$ cat src/rtl/ifmap_stream_pkg.sv
// rtl/ifmap_stream_pkg.sv - shared constants, flag encodings and FSM states for the IFMap stream writer
package ifmap_stream_pkg;

  localparam int unsigned DATA_WIDTH_DEF = 16;
  localparam int unsigned SOR_BIT        = DATA_WIDTH_DEF + 1;
  localparam int unsigned EOR_BIT        = DATA_WIDTH_DEF;

  typedef logic [1:0] flag_t;

  localparam flag_t FLAG_NONE   = 2'b00;
  localparam flag_t FLAG_SOR    = 2'b10;
  localparam flag_t FLAG_EOR    = 2'b01;
  localparam flag_t FLAG_SINGLE = 2'b11;

  typedef enum logic [1:0] {
    ST_IDLE  = 2'd0,
    ST_FETCH = 2'd1,
    ST_DRAIN = 2'd2,
    ST_DONE  = 2'd3
  } state_t;

  function automatic flag_t make_flags(input logic is_sor, input logic is_eor);
    flag_t f;
    case ({is_sor, is_eor})
      2'b11:   f = FLAG_SINGLE;
      2'b10:   f = FLAG_SOR;
      2'b01:   f = FLAG_EOR;
      default: f = FLAG_NONE;
    endcase
    return f;
  endfunction

endpackage

$ cat src/rtl/ifmap_stream_writer_if.sv
// rtl/ifmap_stream_writer_if.sv - control, scratch-read and circular-buffer signals of the stream writer
interface ifmap_stream_writer_if #(
  parameter int DATA_WIDTH    = 16,
  parameter int ADDR_WIDTH    = 8,
  parameter int ROW_LEN_WIDTH = 6,
  parameter int ROW_CNT_WIDTH = 6
);
  logic                     start;
  logic [ADDR_WIDTH-1:0]    base_addr;
  logic [ROW_LEN_WIDTH-1:0] row_len;
  logic [ROW_CNT_WIDTH-1:0] num_rows;
  logic                     mem_ren;
  logic [ADDR_WIDTH-1:0]    mem_addr;
  logic [DATA_WIDTH-1:0]    mem_rdata;
  logic                     ready_buf;
  logic                     wen_buf;
  logic [DATA_WIDTH+1:0]    dout;
  logic                     busy;
  logic                     done;

  modport master (
    input  start, base_addr, row_len, num_rows, mem_rdata, ready_buf,
    output mem_ren, mem_addr, wen_buf, dout, busy, done
  );

  modport slave (
    output start, base_addr, row_len, num_rows, mem_rdata, ready_buf,
    input  mem_ren, mem_addr, wen_buf, dout, busy, done
  );
endinterface

$ cat src/rtl/ifmap_stream_writer_skid.sv
// rtl/ifmap_stream_writer_skid.sv - 2-entry skid FIFO holding tagged words between scratch read and buffer write
module ifmap_skid_fifo #(
  parameter int WIDTH = 18
) (
  input  logic             i_clk,
  input  logic             i_rst,
  input  logic             i_push,
  input  logic             i_pop,
  input  logic [WIDTH-1:0] i_data,
  output logic [WIDTH-1:0] o_head,
  output logic             o_full,
  output logic             o_empty,
  output logic [1:0]       o_count
);
  logic [WIDTH-1:0] r_mem [2];
  logic             r_rd_ptr;
  logic             r_wr_ptr;
  logic [1:0]       r_count;
  logic             w_do_push;
  logic             w_do_pop;

  assign o_empty   = (r_count == 2'd0);
  assign o_full    = (r_count == 2'd2);
  assign o_count   = r_count;
  assign o_head    = r_mem[r_rd_ptr];
  assign w_do_pop  = i_pop & ~o_empty;
  // a push into a full FIFO is only taken when the head leaves in the same cycle
  assign w_do_push = i_push & (~o_full | w_do_pop);

  always_ff @(posedge i_clk) begin
    if (i_rst) begin
      r_mem[0] <= '0;
      r_mem[1] <= '0;
      r_rd_ptr <= 1'b0;
      r_wr_ptr <= 1'b0;
      r_count  <= 2'd0;
    end else begin
      if (w_do_push) begin
        r_mem[r_wr_ptr] <= i_data;
        r_wr_ptr        <= ~r_wr_ptr;
      end
      if (w_do_pop) begin
        r_rd_ptr <= ~r_rd_ptr;
      end
      case ({w_do_push, w_do_pop})
        2'b10:   r_count <= r_count + 2'd1;
        2'b01:   r_count <= r_count - 2'd1;
        default: r_count <= r_count;
      endcase
    end
  end
endmodule

$ cat src/rtl/ifmap_stream_writer.sv
// rtl/ifmap_stream_writer.sv - reads a row-major IFMap tile and streams SOR/EOR-tagged words into the circular buffer
module ifmap_stream_writer
  import ifmap_stream_pkg::*;
#(
  parameter int DATA_WIDTH    = 16,
  parameter int ADDR_WIDTH    = 8,
  parameter int ROW_LEN_WIDTH = 6,
  parameter int ROW_CNT_WIDTH = 6
) (
  input logic                   i_clk,
  input logic                   i_rst,
  ifmap_stream_writer_if.master bus
);
  state_t                   r_state;
  state_t                   w_state_nxt;
  logic [ADDR_WIDTH-1:0]    r_addr;
  logic [ROW_LEN_WIDTH-1:0] r_row_len;
  logic [ROW_LEN_WIDTH-1:0] r_col;
  logic [ROW_CNT_WIDTH-1:0] r_num_rows;
  logic [ROW_CNT_WIDTH-1:0] r_row;
  logic                     r_inflight;
  flag_t                    r_flight_flags;

  logic                     w_ren;
  logic                     w_busy;
  logic                     w_done;
  logic                     w_pop;
  logic                     w_credit;
  logic                     w_last_col;
  logic                     w_last_row;
  logic                     w_drained;
  logic                     w_zero_tile;
  logic                     w_empty;
  logic                     w_full;
  logic [1:0]               w_count;
  logic [DATA_WIDTH+1:0]    w_head;
  logic [DATA_WIDTH+1:0]    w_push_word;

  ifmap_skid_fifo #(.WIDTH(DATA_WIDTH + 2)) u_skid (
    .i_clk   (i_clk),
    .i_rst   (i_rst),
    .i_push  (r_inflight),
    .i_pop   (w_pop),
    .i_data  (w_push_word),
    .o_head  (w_head),
    .o_full  (w_full),
    .o_empty (w_empty),
    .o_count (w_count)
  );

  assign w_push_word = {r_flight_flags, bus.mem_rdata};
  assign w_pop       = ~w_empty & bus.ready_buf;
  // occupancy after this cycle's pop plus the read already in flight must leave a free slot
  assign w_credit    = (({1'b0, w_count} + {2'b00, r_inflight}) - {2'b00, w_pop}) < 3'd2;
  assign w_last_col  = (r_col == r_row_len - ROW_LEN_WIDTH'(1));
  assign w_last_row  = (r_row == r_num_rows - ROW_CNT_WIDTH'(1));
  assign w_drained   = ~r_inflight & (w_count == {1'b0, w_pop});
  assign w_zero_tile = (bus.row_len == '0) | (bus.num_rows == '0);

  always_ff @(posedge i_clk) begin
    if (i_rst) begin
      r_state <= ST_IDLE;
    end else begin
      r_state <= w_state_nxt;
    end
  end

  always_comb begin
    w_state_nxt = r_state;
    case (r_state)
      ST_IDLE:  if (bus.start) w_state_nxt = w_zero_tile ? ST_DONE : ST_FETCH;
      ST_FETCH: if (w_ren && w_last_col && w_last_row) w_state_nxt = ST_DRAIN;
      ST_DRAIN: if (w_drained) w_state_nxt = ST_DONE;
      ST_DONE:  w_state_nxt = ST_IDLE;
      default:  w_state_nxt = ST_IDLE;
    endcase
  end

  always_comb begin
    w_ren  = 1'b0;
    w_busy = 1'b0;
    w_done = 1'b0;
    case (r_state)
      ST_FETCH: begin
        w_ren  = w_credit;
        w_busy = 1'b1;
      end
      ST_DRAIN: w_busy = 1'b1;
      ST_DONE:  w_done = 1'b1;
      default:  ;
    endcase
  end

  always_ff @(posedge i_clk) begin
    if (i_rst) begin
      r_addr         <= '0;
      r_row_len      <= '0;
      r_num_rows     <= '0;
      r_col          <= '0;
      r_row          <= '0;
      r_inflight     <= 1'b0;
      r_flight_flags <= FLAG_NONE;
    end else begin
      r_inflight <= w_ren;
      if (w_ren) begin
        r_flight_flags <= make_flags(r_col == '0, w_last_col);
      end
      if (r_state == ST_IDLE && bus.start) begin
        r_addr     <= bus.base_addr;
        r_row_len  <= bus.row_len;
        r_num_rows <= bus.num_rows;
        r_col      <= '0;
        r_row      <= '0;
      end else if (w_ren) begin
        r_addr <= r_addr + ADDR_WIDTH'(1);
        if (w_last_col) begin
          r_col <= '0;
          r_row <= r_row + ROW_CNT_WIDTH'(1);
        end else begin
          r_col <= r_col + ROW_LEN_WIDTH'(1);
        end
      end
    end
  end

  assign bus.mem_ren  = w_ren;
  assign bus.mem_addr = r_addr;
  assign bus.wen_buf  = w_pop;
  assign bus.dout     = w_head;
  assign bus.busy     = w_busy;
  assign bus.done     = w_done;
endmodule

$ cat src/flat_wrapper.sv
// flat-port wrapper written by rule: the top's interface ports become plain ports
module ifmap_stream_writer_flat import ifmap_stream_pkg::*;
#(
  parameter int DATA_WIDTH    = 16,
  parameter int ADDR_WIDTH    = 8,
  parameter int ROW_LEN_WIDTH = 6,
  parameter int ROW_CNT_WIDTH = 6
)
  (i_clk, i_rst, bus_start, bus_base_addr, bus_row_len, bus_num_rows, bus_mem_rdata, bus_ready_buf, bus_mem_ren, bus_mem_addr, bus_wen_buf, bus_dout, bus_busy, bus_done);
  ifmap_stream_writer_if #(.DATA_WIDTH(DATA_WIDTH), .ADDR_WIDTH(ADDR_WIDTH), .ROW_LEN_WIDTH(ROW_LEN_WIDTH), .ROW_CNT_WIDTH(ROW_CNT_WIDTH)) bus_i ();
  input logic i_clk;
  input logic i_rst;
  input wire logic [$bits(bus_i.start)-1:0] bus_start;
  input wire logic [$bits(bus_i.base_addr)-1:0] bus_base_addr;
  input wire logic [$bits(bus_i.row_len)-1:0] bus_row_len;
  input wire logic [$bits(bus_i.num_rows)-1:0] bus_num_rows;
  input wire logic [$bits(bus_i.mem_rdata)-1:0] bus_mem_rdata;
  input wire logic [$bits(bus_i.ready_buf)-1:0] bus_ready_buf;
  output wire logic [$bits(bus_i.mem_ren)-1:0] bus_mem_ren;
  output wire logic [$bits(bus_i.mem_addr)-1:0] bus_mem_addr;
  output wire logic [$bits(bus_i.wen_buf)-1:0] bus_wen_buf;
  output wire logic [$bits(bus_i.dout)-1:0] bus_dout;
  output wire logic [$bits(bus_i.busy)-1:0] bus_busy;
  output wire logic [$bits(bus_i.done)-1:0] bus_done;
  assign bus_i.start = bus_start;
  assign bus_i.base_addr = bus_base_addr;
  assign bus_i.row_len = bus_row_len;
  assign bus_i.num_rows = bus_num_rows;
  assign bus_i.mem_rdata = bus_mem_rdata;
  assign bus_i.ready_buf = bus_ready_buf;
  assign bus_mem_ren = bus_i.mem_ren;
  assign bus_mem_addr = bus_i.mem_addr;
  assign bus_wen_buf = bus_i.wen_buf;
  assign bus_dout = bus_i.dout;
  assign bus_busy = bus_i.busy;
  assign bus_done = bus_i.done;
  ifmap_stream_writer #(.DATA_WIDTH(DATA_WIDTH), .ADDR_WIDTH(ADDR_WIDTH), .ROW_LEN_WIDTH(ROW_LEN_WIDTH), .ROW_CNT_WIDTH(ROW_CNT_WIDTH)) u_core (.i_clk(i_clk), .i_rst(i_rst), .bus(bus_i));
endmodule
$ cat config.mk
export PLATFORM = sky130hd
export DESIGN_NAME = ifmap_stream_writer_flat
export DESIGN_NICKNAME = d
export VERILOG_FILES = /design/src/rtl/ifmap_stream_pkg.sv /design/src/rtl/ifmap_stream_writer_if.sv /design/src/rtl/ifmap_stream_writer_skid.sv /design/src/rtl/ifmap_stream_writer.sv /design/src/flat_wrapper.sv
export SDC_FILE = /design/constraint.sdc
export NUM_CORES = 1
export LEC_CHECK = 0
export BUFFER_PORTS_ARGS = -buffer_cell sky130_fd_sc_hd__buf_2
export CORE_UTILIZATION = 40
export CTS_BUF_LIST = sky130_fd_sc_hd__clkbuf_4 sky130_fd_sc_hd__clkbuf_8 sky130_fd_sc_hd__clkbuf_16
export CTS_CLUSTER_SIZE = 16
export DETAILED_ROUTE_END_ITERATION = 6
export MAX_ROUTING_LAYER = met4
export PLACE_DENSITY_LB_ADDON = 0.25
export REMOVE_ABC_BUFFERS = 1
export SYNTH_ARGS = -nofsm -noshare
export SYNTH_HDL_FRONTEND = slang
export SYNTH_SLANG_ARGS = --single-unit
$ cat constraint.sdc
create_clock -name i_clk -period 6.6 [get_ports i_clk]
set_clock_uncertainty 0.15 [all_clocks]
set_input_delay 0.33 -clock i_clk [delete_from_list [all_inputs] [get_ports i_clk]]
set_output_delay 0.33 -clock i_clk [all_outputs]
set_load 0.02 [all_outputs]
==> results of run 1 <==
[placed cells by master (no fill, tap or decap), types with 2 or more instances in the layout]
cell type   netlist  final
nor2_2            6      6
and2_1           39     39
nor2_1           28     28
nand2_1          39     39
ha_1             13     13
nor4_2            3      3
o2bb2ai_1         2      2
edfxtp_1         36     36
o21ai_0           2      2
a21oi_1          23     23
o21ba_1           2      2
nor3_1            9      8
inv_6             0      2
inv_8             0      2
nor4_1            2      2
buf_2             1     69
dfxtp_1          42     42
clkinvlp_4        0      2
xnor2_1          19     19
mux2_2           18     18
a211oi_1          9      9
inv_1            12     12
xor2_1           15     15
and3_1            2      2
nand4_1           4      4
clkbuf_8          0      9
nand2b_1          2      2
nand3_1           6      6
[through the flow]
stage / instance area (um^2) / hold WS, ns
3_3_place_gp: 4370 / 0.3024
3_5_place_dp: 4370 / 0.3136
5_1_grt: 4558 / 0.07206
6_report: 4558 / 0.07088
4_1_cts: 4558 / 0.05365
2_1_floorplan: 3850 / 0.2491
[where the power goes]
part	switching (uW)	total (uW)	internal, uW
sequential	85.7	672	586
combinational	331	567	236
clock	200	345	145
[layer usage]
metal | track usage | vias to the layer above | routed length [um]
met1 | 0.2074 | 1301 | 3749
li1 | - | 1421 | -
met3 | 0.03106 | 11 | 351
met2 | 0.2637 | 55 | 3511
met5 | - | - | 0
met4 | 0.07469 | 0 | 136
[worst paths after layout]
kind / to / slack, ns
setup / recovery: u_core.r_col[2]$_SDFFE_PP0P_ / 3.20
setup reg to reg: u_core.r_col[2]$_SDFFE_PP0P_ / 3.20
hold / removal: u_core.r_num_rows[2]$_SDFFE_PP0P_ / 0.07
hold reg to reg: u_core.r_flight_flags[1]$_SDFFE_PP0P_ / 0.32
[logic make-up after synthesis]
| family | Yosys count | share of synthesized area |
|---|---|---|
| DFF | 78 | 0.4876 |
| buffers and inverters | 30 | 0.03587 |
| AOI/OAI and AO/OA | 52 | 0.09715 |
| xor gates and xnor gates | 36 | 0.08667 |
| muxes | 18 | 0.05143 |
| adders and majority gates | 14 | 0.04635 |
| and+or+nand+nor | 147 | 0.1949 |
[registers in the layout, indices dropped and copies added (netlist names), named ones only]
name / count
u_core.u_skid.r_rd_ptr: 1
u_core.r_row: 6
u_core.r_flight_flags: 2
u_core.r_state: 2
u_core.bus.mem_addr: 8
u_core.u_skid.o_count: 2
u_core.u_skid.r_mem: 36
u_core.r_row_len: 6
u_core.u_skid.r_wr_ptr: 1
u_core.r_inflight: 1
u_core.r_num_rows: 6
u_core.r_col: 6
[critical path, cell delays in order (launching register included)]
cell and delay, ns:
dfxtp_1 0.60, o21a_1 0.25, ha_1 0.24, nand2b_1 0.17
fa_1 0.49, xnor2_4 0.18, nand3_4 0.13, clkinv_2 0.19
o2111ai_4 0.20, nor2_2 0.30, or2_1 0.34, nor2_2 0.07
[layout make-up]
cell class / instances / area, um^2 / area share
clock buffer: 9 / 123.9 / 0.02718
clock inverter: 7 / 63.81 / 0.01400
inverter: 13 / 50.05 / 0.01098
multi-input combinational: 267 / 1892 / 0.4150
sequential: 78 / 1922 / 0.4216
tap: 129 / 161.4 / 0.03541
timing repair buffer: 69 / 345.3 / 0.07576
==> out/results.txt, run 1 <==
Synthesis-stage register bit count -> 78
ANT nets after route -> 0
Port buffer count -> 69
Layout cells sized above 1 -> 0.2822
Gr ovfl total -> 0
Post-synthesis cell count -> 375
Post-DP HPWL -> 5355 um
Cell Pwr Density -> 347.4 nW/um^2
Min-Delay Path Class -> in -> reg
Post-synthesis cell type count -> 52
# IOs -> 70
Largest net degree at the start of global routing -> 37
Syn avg cell area -> 10.51 um^2
CP max FO -> 13
Area Growth Syn to Fin -> 15.65%
Reg2reg start -> u_core.u_skid.o_count[1]$_SDFFE_PP0P_
CTS H-tree depth -> 3
Ys flop type -> dfxtp_1
Ant. Diodes -> 0
Post-synth EDFFs -> 36
VDD IR max -> 0.1801 mV
Initial Util -> 0.4206
Setup violators final -> 0
Achievable Freq -> 294.0 MHz
Post-cts resize count -> 0
Final WL -> 7749 um
Synth area leaders -> edfxtp_1 27%, dfxtp_1 21%, and2_1 6.2%
Die span in x -> 101.3 um
Pins Over Slew Limit -> 0
Max_slew headroom -> 0.3267
Setup TNS Final -> 0 ns
Max Cap Viol -> 0
First-pass GRT wire length -> 12800 um
Fin crit period -> 3.401 ns
Initial antenna violation count -> 0
Chip Height -> 101.3 um
Via count -> 2788
Gpl congestion -> 0.7956
Core Util, Final -> 0.4864
First DRT Iteration DRCs -> 84
Clock Latency Late Sink -> 0.35 ns
DIE AREA -> 10250 um^2
Clk sink count -> 78
Worst Setup SP -> u_core.u_skid.o_count[1]$_SDFFE_PP0P_
Cell Area, Synth -> 3941 um^2
Lkg Pwr -> 0.001784 uW
CTS Root Cell -> clkbuf_8
Hold Crit Start -> bus_num_rows[2]
Crit path arrival time -> 3.49 ns
1st-pass router iterations -> 4
Tot Pwr -> 1584 uW
Top-count cell post-synth -> dfxtp_1
Filler cell count -> 941
Seq/Total Area, Yosys -> 0.4876
Status -> finished, final reports clean
Reg clk slew, reported paths -> 0.09 ns
Via-per-instance ratio -> 4.874
Total track usage -> 0.1667
Required time worst endpoint -> 6.69 ns
Fin crit share -> 0.5153
Vias in the first global route -> 2728
Actual slew at the worst max-slew pin -> 1.006 ns
Critical path type -> reg -> reg
Fin worst setup slack -> 3.199 ns
Final count of hold timing violations -> 0
CTS max path bufs -> 2
Hold Path Depth -> 3
Residual DRC -> 0
Worst slack, placed -> 3.192 ns
Post-CTS Setup Inserts -> 0
Ys Warns -> 0
Synth area leader -> edfxtp_1
Final Non-Filler Cells -> 572
Asr flop ratio synth -> 0
Hold_buf cts -> 0
Routed WL per cell -> 13.55 um
R2R depth -> 11
Row count -> 35
Core Area -> 9371 um^2
Startpoint Class -> flop
Dpl cells -> 556
Top post-synthesis cells by count -> 42 x dfxtp_1, 39 x and2_1, 39 x nand2_1, 36 x edfxtp_1, 28 x nor2_1
Fin nets -> 492
RSZ-0062 raised after global routing -> false
CTS tree -> done
Critical Path End Type -> flop
Num CTS Buffers -> 9
Yosys top cell area share -> 0.2743
Power figures use the tool's default switching activity.
==> inputs of run 2 (changes only) <==
clock period = 2.75 ns   (was 6.6 ns; I/O delays follow)
==> out/results.txt, run 2 (same netlist as run 1, synthesis figures left out) <==
ANT nets after route -> 0
Critical path type -> reg -> out
RSZ-0062 raised after global routing -> true
Gr ovfl total -> 0
1st-pass router iterations -> 4
Initial antenna violation count -> 0
Largest net degree at the start of global routing -> 37
Met1 wire length -> 3731 um
Pins Over Slew Limit -> 0
Final count of hold timing violations -> 0
Initial Util -> 0.4206
Reg clk slew, reported paths -> 0.09 ns
Chip Height -> 101.3 um
Max Cap Viol -> 0
Critical Path End Type -> primary output
CTS H-tree depth -> 3
Max reg flops -> 36
Min-Delay Path Class -> in -> reg
Clock Latency Late Sink -> 0.36 ns
Core Util, Final -> 0.5441
Highest-count cells in the layout ignoring fill and taps -> 68 x buf_2, 41 x dfxtp_1, 39 x and2_1, 39 x nand2_1
Crit path arrival time -> 2.38 ns
VDD IR max -> 0.4345 mV
Ant. Diodes -> 0
Lkg Pwr -> 0.002027 uW
Fin crit share -> 0.9692
First DRT Iteration DRCs -> 112
Vias in the first global route -> 3088
Fin crit period -> 2.665 ns
DIE AREA -> 10250 um^2
CP max FO -> 9
Largest Register -> u_core.u_skid.r_mem
Actual slew at the worst max-slew pin -> 0.7089 ns
CTS Root Cell -> clkbuf_8
Final WL -> 8199 um
Row count -> 35
Fin nets -> 543
Via-per-instance ratio -> 4.875
Residual DRC -> 0
CTS tree -> done
Core Area -> 9371 um^2
Required time worst endpoint -> 2.46 ns
# IOs -> 70
Setup violators final -> 0
Max_slew headroom -> 0.5274
First-pass GRT wire length -> 13740 um
Metal3 WL -> 322 um
Startpoint Class -> flop
Achievable Freq -> 375.2 MHz
Met2 WL post-DR -> 4026 um
Post-DP HPWL -> 5572 um
Cell Pwr Density -> 783.2 nW/um^2
CTS max path bufs -> 2
Clk sink count -> 78
Num CTS Buffers -> 9
Area Growth Syn to Fin -> 29.37%
Most common cell after layout, fill and taps aside -> buf_2
Via count -> 3037
Routed WL per cell -> 13.16 um
Total track usage -> 0.1789
Status -> finished, final reports clean
Die span in x -> 101.3 um
Layout cells sized above 1 -> 0.2976
Port buffer count -> 69
Top Layer Used -> met4
Gpl congestion -> 0.7444
Hold slack -> 0.1569 ns
-- run 2: cell count changes in the layout (fill, tap and decap cells not counted), sizes merged --
cell,delta
dlygate4sd3,+36
buf,+15
clkinv,-2
clkinvlp,+1
inv,+1
-- run 2: worst max-delay path: stages (launching register included) --
cell and delay [ns]:
dfxtp_2 0.33, o21a_1 0.20, ha_1 0.27, nand2b_4 0.14
fa_2 0.42, xnor2_4 0.19, nand3_4 0.10, inv_6 0.09
buf_6 0.13, buf_4 0.15
-- run 2: final cells by class --
type / instances / area (um^2)
flip-flops and latches: 78 / 1923
clock inverters: 7 / 62.56
repair buffers: 120 / 840.8
clock buffers: 9 / 123.9
multi-input cells: 267 / 1933
inverters: 13 / 53.80
fillers: 874 / 4273
well taps: 129 / 161.4
-- run 2: stage by stage --
| stage | std cells | area (um^2) | TNS (ns) | worst slack [ns] | power, uW |
|---|---|---|---|---|---|
| 2_1_floorplan | 358 | 3850 | -8.821 | -0.5436 | 2624 |
| 3_3_place_gp | 571 | 4496 | -0.001520 | -0.001520 | 3084 |
| 3_5_place_dp | 571 | 4496 | -0.3223 | -0.05447 | 3119 |
| 4_1_cts | 623 | 5045 | 0 | 0.003976 | 3982 |
| 5_1_grt | 623 | 5099 | -0.4023 | -0.04408 | 4256 |
| 6_report | 623 | 5099 | 0 | 0.08475 | 3993 |
-- run 2: layer usage --
metal	vias to the layer above	track usage
met1	1432	0.2058
met3	13	0.04210
met2	67	0.3051
met5	-	-
met4	0	0.06243
li1	1525	-
-- run 2: final timing paths --
path,start,to,slack [ns],depth (start not counted)
setup / recovery,u_core.u_skid.o_count[1]$_SDFFE_PP0P_,bus_mem_ren,0.08,9
hold reg to reg,u_core.r_flight_flags[1]$_SDFFE_PP0P_,u_core.r_flight_flags[1]$_SDFFE_PP0P_,0.31,2
setup reg to reg,u_core.u_skid.o_count[1]$_SDFFE_PP0P_,u_core.r_row[2]$_SDFFE_PP0P_,0.09,11
hold / removal,bus_start,u_core.r_row[1]$_SDFFE_PP0P_,0.16,4
-- run 2: power by group --
group	leakage, uW	total, uW	internal (uW)	switching (uW)
Sequential	0.000717	1550	1410	142
Combinational	0.00122	1630	723	910
Clock	0.0000863	812	346	466
Total	0.00203	3990	2480	1520
-- run 2: timing repair --
| action | 4_1_cts | 5_1_grt |
|---|---|---|
| hold buffers | 36 | 0 |
| setup buffers | 0 | 0 |
| gates resized for setup | 1 | 13 |
| setup endpoints to repair | 13 | 17 |
| pin swaps | 0 | 10 |
| cloned | 0 | 0 |
| endpoints found under the hold margin | 52 | 0 |
==> inputs of run 3 (changes only) <==
PLACE_DENSITY = 0.73   (was unset)
PLACE_DENSITY_LB_ADDON = unset   (was 0.25)
SETUP_SLACK_MARGIN = 0.05   (was unset)
==> out/results.txt, run 3 (same netlist as run 1, synthesis figures left out) <==
Fin worst setup slack -> 0.01608 ns
Storage cell area -> 1924 um^2
Clk sink count -> 78
Filler cell count -> 830
Reg clk slew, reported paths -> 0.09 ns
Status -> finished, final reports clean
Cell Pwr Density -> 782.2 nW/um^2
CP max FO -> 6
Initial antenna violation count -> 0
Slowest cell on crit path -> fa_2
First-pass GRT wire length -> 13820 um
Max Cap Viol -> 0
Critical-path cell list -> o21a_1, ha_1, nand2b_4, fa_2, xnor2_4, nand3_4, clkinv_4, o2111ai_4, nor2_4, a211oi_1, o2bb2ai_1
Worst slack, placed -> -0.1294 ns
ANT nets after route -> 0
Ant. Diodes -> 0
Hold Crit Start -> bus_start
Setup violators final -> 0
Fin crit period -> 2.734 ns
VDD IR max -> 0.3485 mV
Reg2reg start -> u_core.u_skid.o_count[0]$_SDFFE_PP0P_
Via count -> 3019
Worst Setup SP -> u_core.u_skid.o_count[0]$_SDFFE_PP0P_
Final Cell Area -> 5104 um^2
Largest Register -> u_core.u_skid.r_mem
Residual DRC -> 0
Core Area -> 9371 um^2
Total track usage -> 0.1783
Initial Util -> 0.4206
Routed WL per cell -> 13.80 um
DIE AREA -> 10250 um^2
Required time worst endpoint -> 2.89 ns
Setup TNS Final -> 0 ns
RSZ-0062 raised after global routing -> true
# IOs -> 70
CTS tree -> done
Tot Pwr -> 3992 uW
Post-DP HPWL -> 5632 um
Max_slew headroom -> 0.4411
Gpl congestion -> 0.8564
First DRT Iteration DRCs -> 184
CTS Root Cell -> clkbuf_8
Dpl cell area -> 4471 um^2
Critical path's top delay family -> compound AO/OA/AOI/OAI gates
Buf/Inv on CP -> 1
1st-pass router iterations -> 4
Largest net degree at the start of global routing -> 36
Final WL -> 8596 um
Max reg flops -> 36
Fin crit share -> 0.9942
Final count of hold timing violations -> 0
Startpoint Class -> flop
Area Growth Syn to Fin -> 29.49%
Clock Latency Late Sink -> 0.35 ns
Gr ovfl total -> 0
CTS H-tree depth -> 3
Actual slew at the worst max-slew pin -> 0.8373 ns
Row count -> 35
Achievable Freq -> 365.8 MHz
Crit path arrival time -> 2.87 ns
Critical path type -> reg -> reg
Fin nets -> 543
Vias in the first global route -> 3018
Chip Height -> 101.3 um
Via-per-instance ratio -> 4.846
Layout cells sized above 1 -> 0.3036
Multi-input gate area -> 1954 um^2
CTS max path bufs -> 2
Min-Delay Path Class -> in -> reg
Highest-count cells in the layout ignoring fill and taps -> 68 x buf_2, 40 x dfxtp_1, 39 x and2_1, 39 x nand2_1
Most common cell after layout, fill and taps aside -> buf_2
Pins Over Slew Limit -> 0
Num CTS Buffers -> 9
Port buffer count -> 69
CP max stage delay -> 0.40 ns
Critical Path End Type -> flop
Die span in x -> 101.3 um
Lkg Pwr -> 0.002036 uW
run 3: final timing paths:
kind	slack, ns	cells past startpoint	end
max reg2reg	0.02	11	u_core.r_state[1]$_SDFFE_PP0P_
min	0.15	4	u_core.r_row[0]$_SDFFE_PP0P_
max	0.02	11	u_core.r_state[1]$_SDFFE_PP0P_
min reg2reg	0.32	2	u_core.r_flight_flags[1]$_SDFFE_PP0P_
run 3: timing repair:
| action | CTS | global route |
|---|---|---|
| endpoints found under the setup margin | 21 | 40 |
| pin swaps | 11 | 18 |
| setup buffers | 1 | 0 |
| hold endpoints to repair | 52 | 0 |
| gates resized for setup | 9 | 10 |
| hold buffers | 36 | 0 |
run 3: stage by stage:
step | util | hold slack [ns] | std cells
final | 0.5446 | 0.1451 | 623
after global routing | 0.5446 | 0.1774 | 623
after CTS | 0.5397 | 0.1524 | 623
after detailed placement | 0.4770 | 0.2460 | 570
after global placement | 0.4770 | 0.2388 | 570
after floorplan | - | 0.05657 | 358
run 3: final cells by class:
class,instances,area share
well taps,129,0.03163
multi-input cells,267,0.3829
repair buffers,120,0.1623
clock buffers,9,0.02427
clock inverters,7,0.01128
flip-flops and latches,78,0.3771
inverters,13,0.01054
run 3: power breakdown:
group          switching (uW)  internal [uW]
Sequential                166           1410
Combinational             904            714
Clock                     464            337
Total                    1530           2460
run 3: worst min-delay path: stages:
cell and delay, ns:
buf_2 0.11, nand2_1 0.07, nand2b_1 0.22, nor2_1 0.07
run 3: layer usage:
layer / wire length (um) / track usage
met4: 61 / 0.04682
met2: 4379 / 0.3108
met3: 335 / 0.04141
met1: 3818 / 0.2056
met5: 0 / -
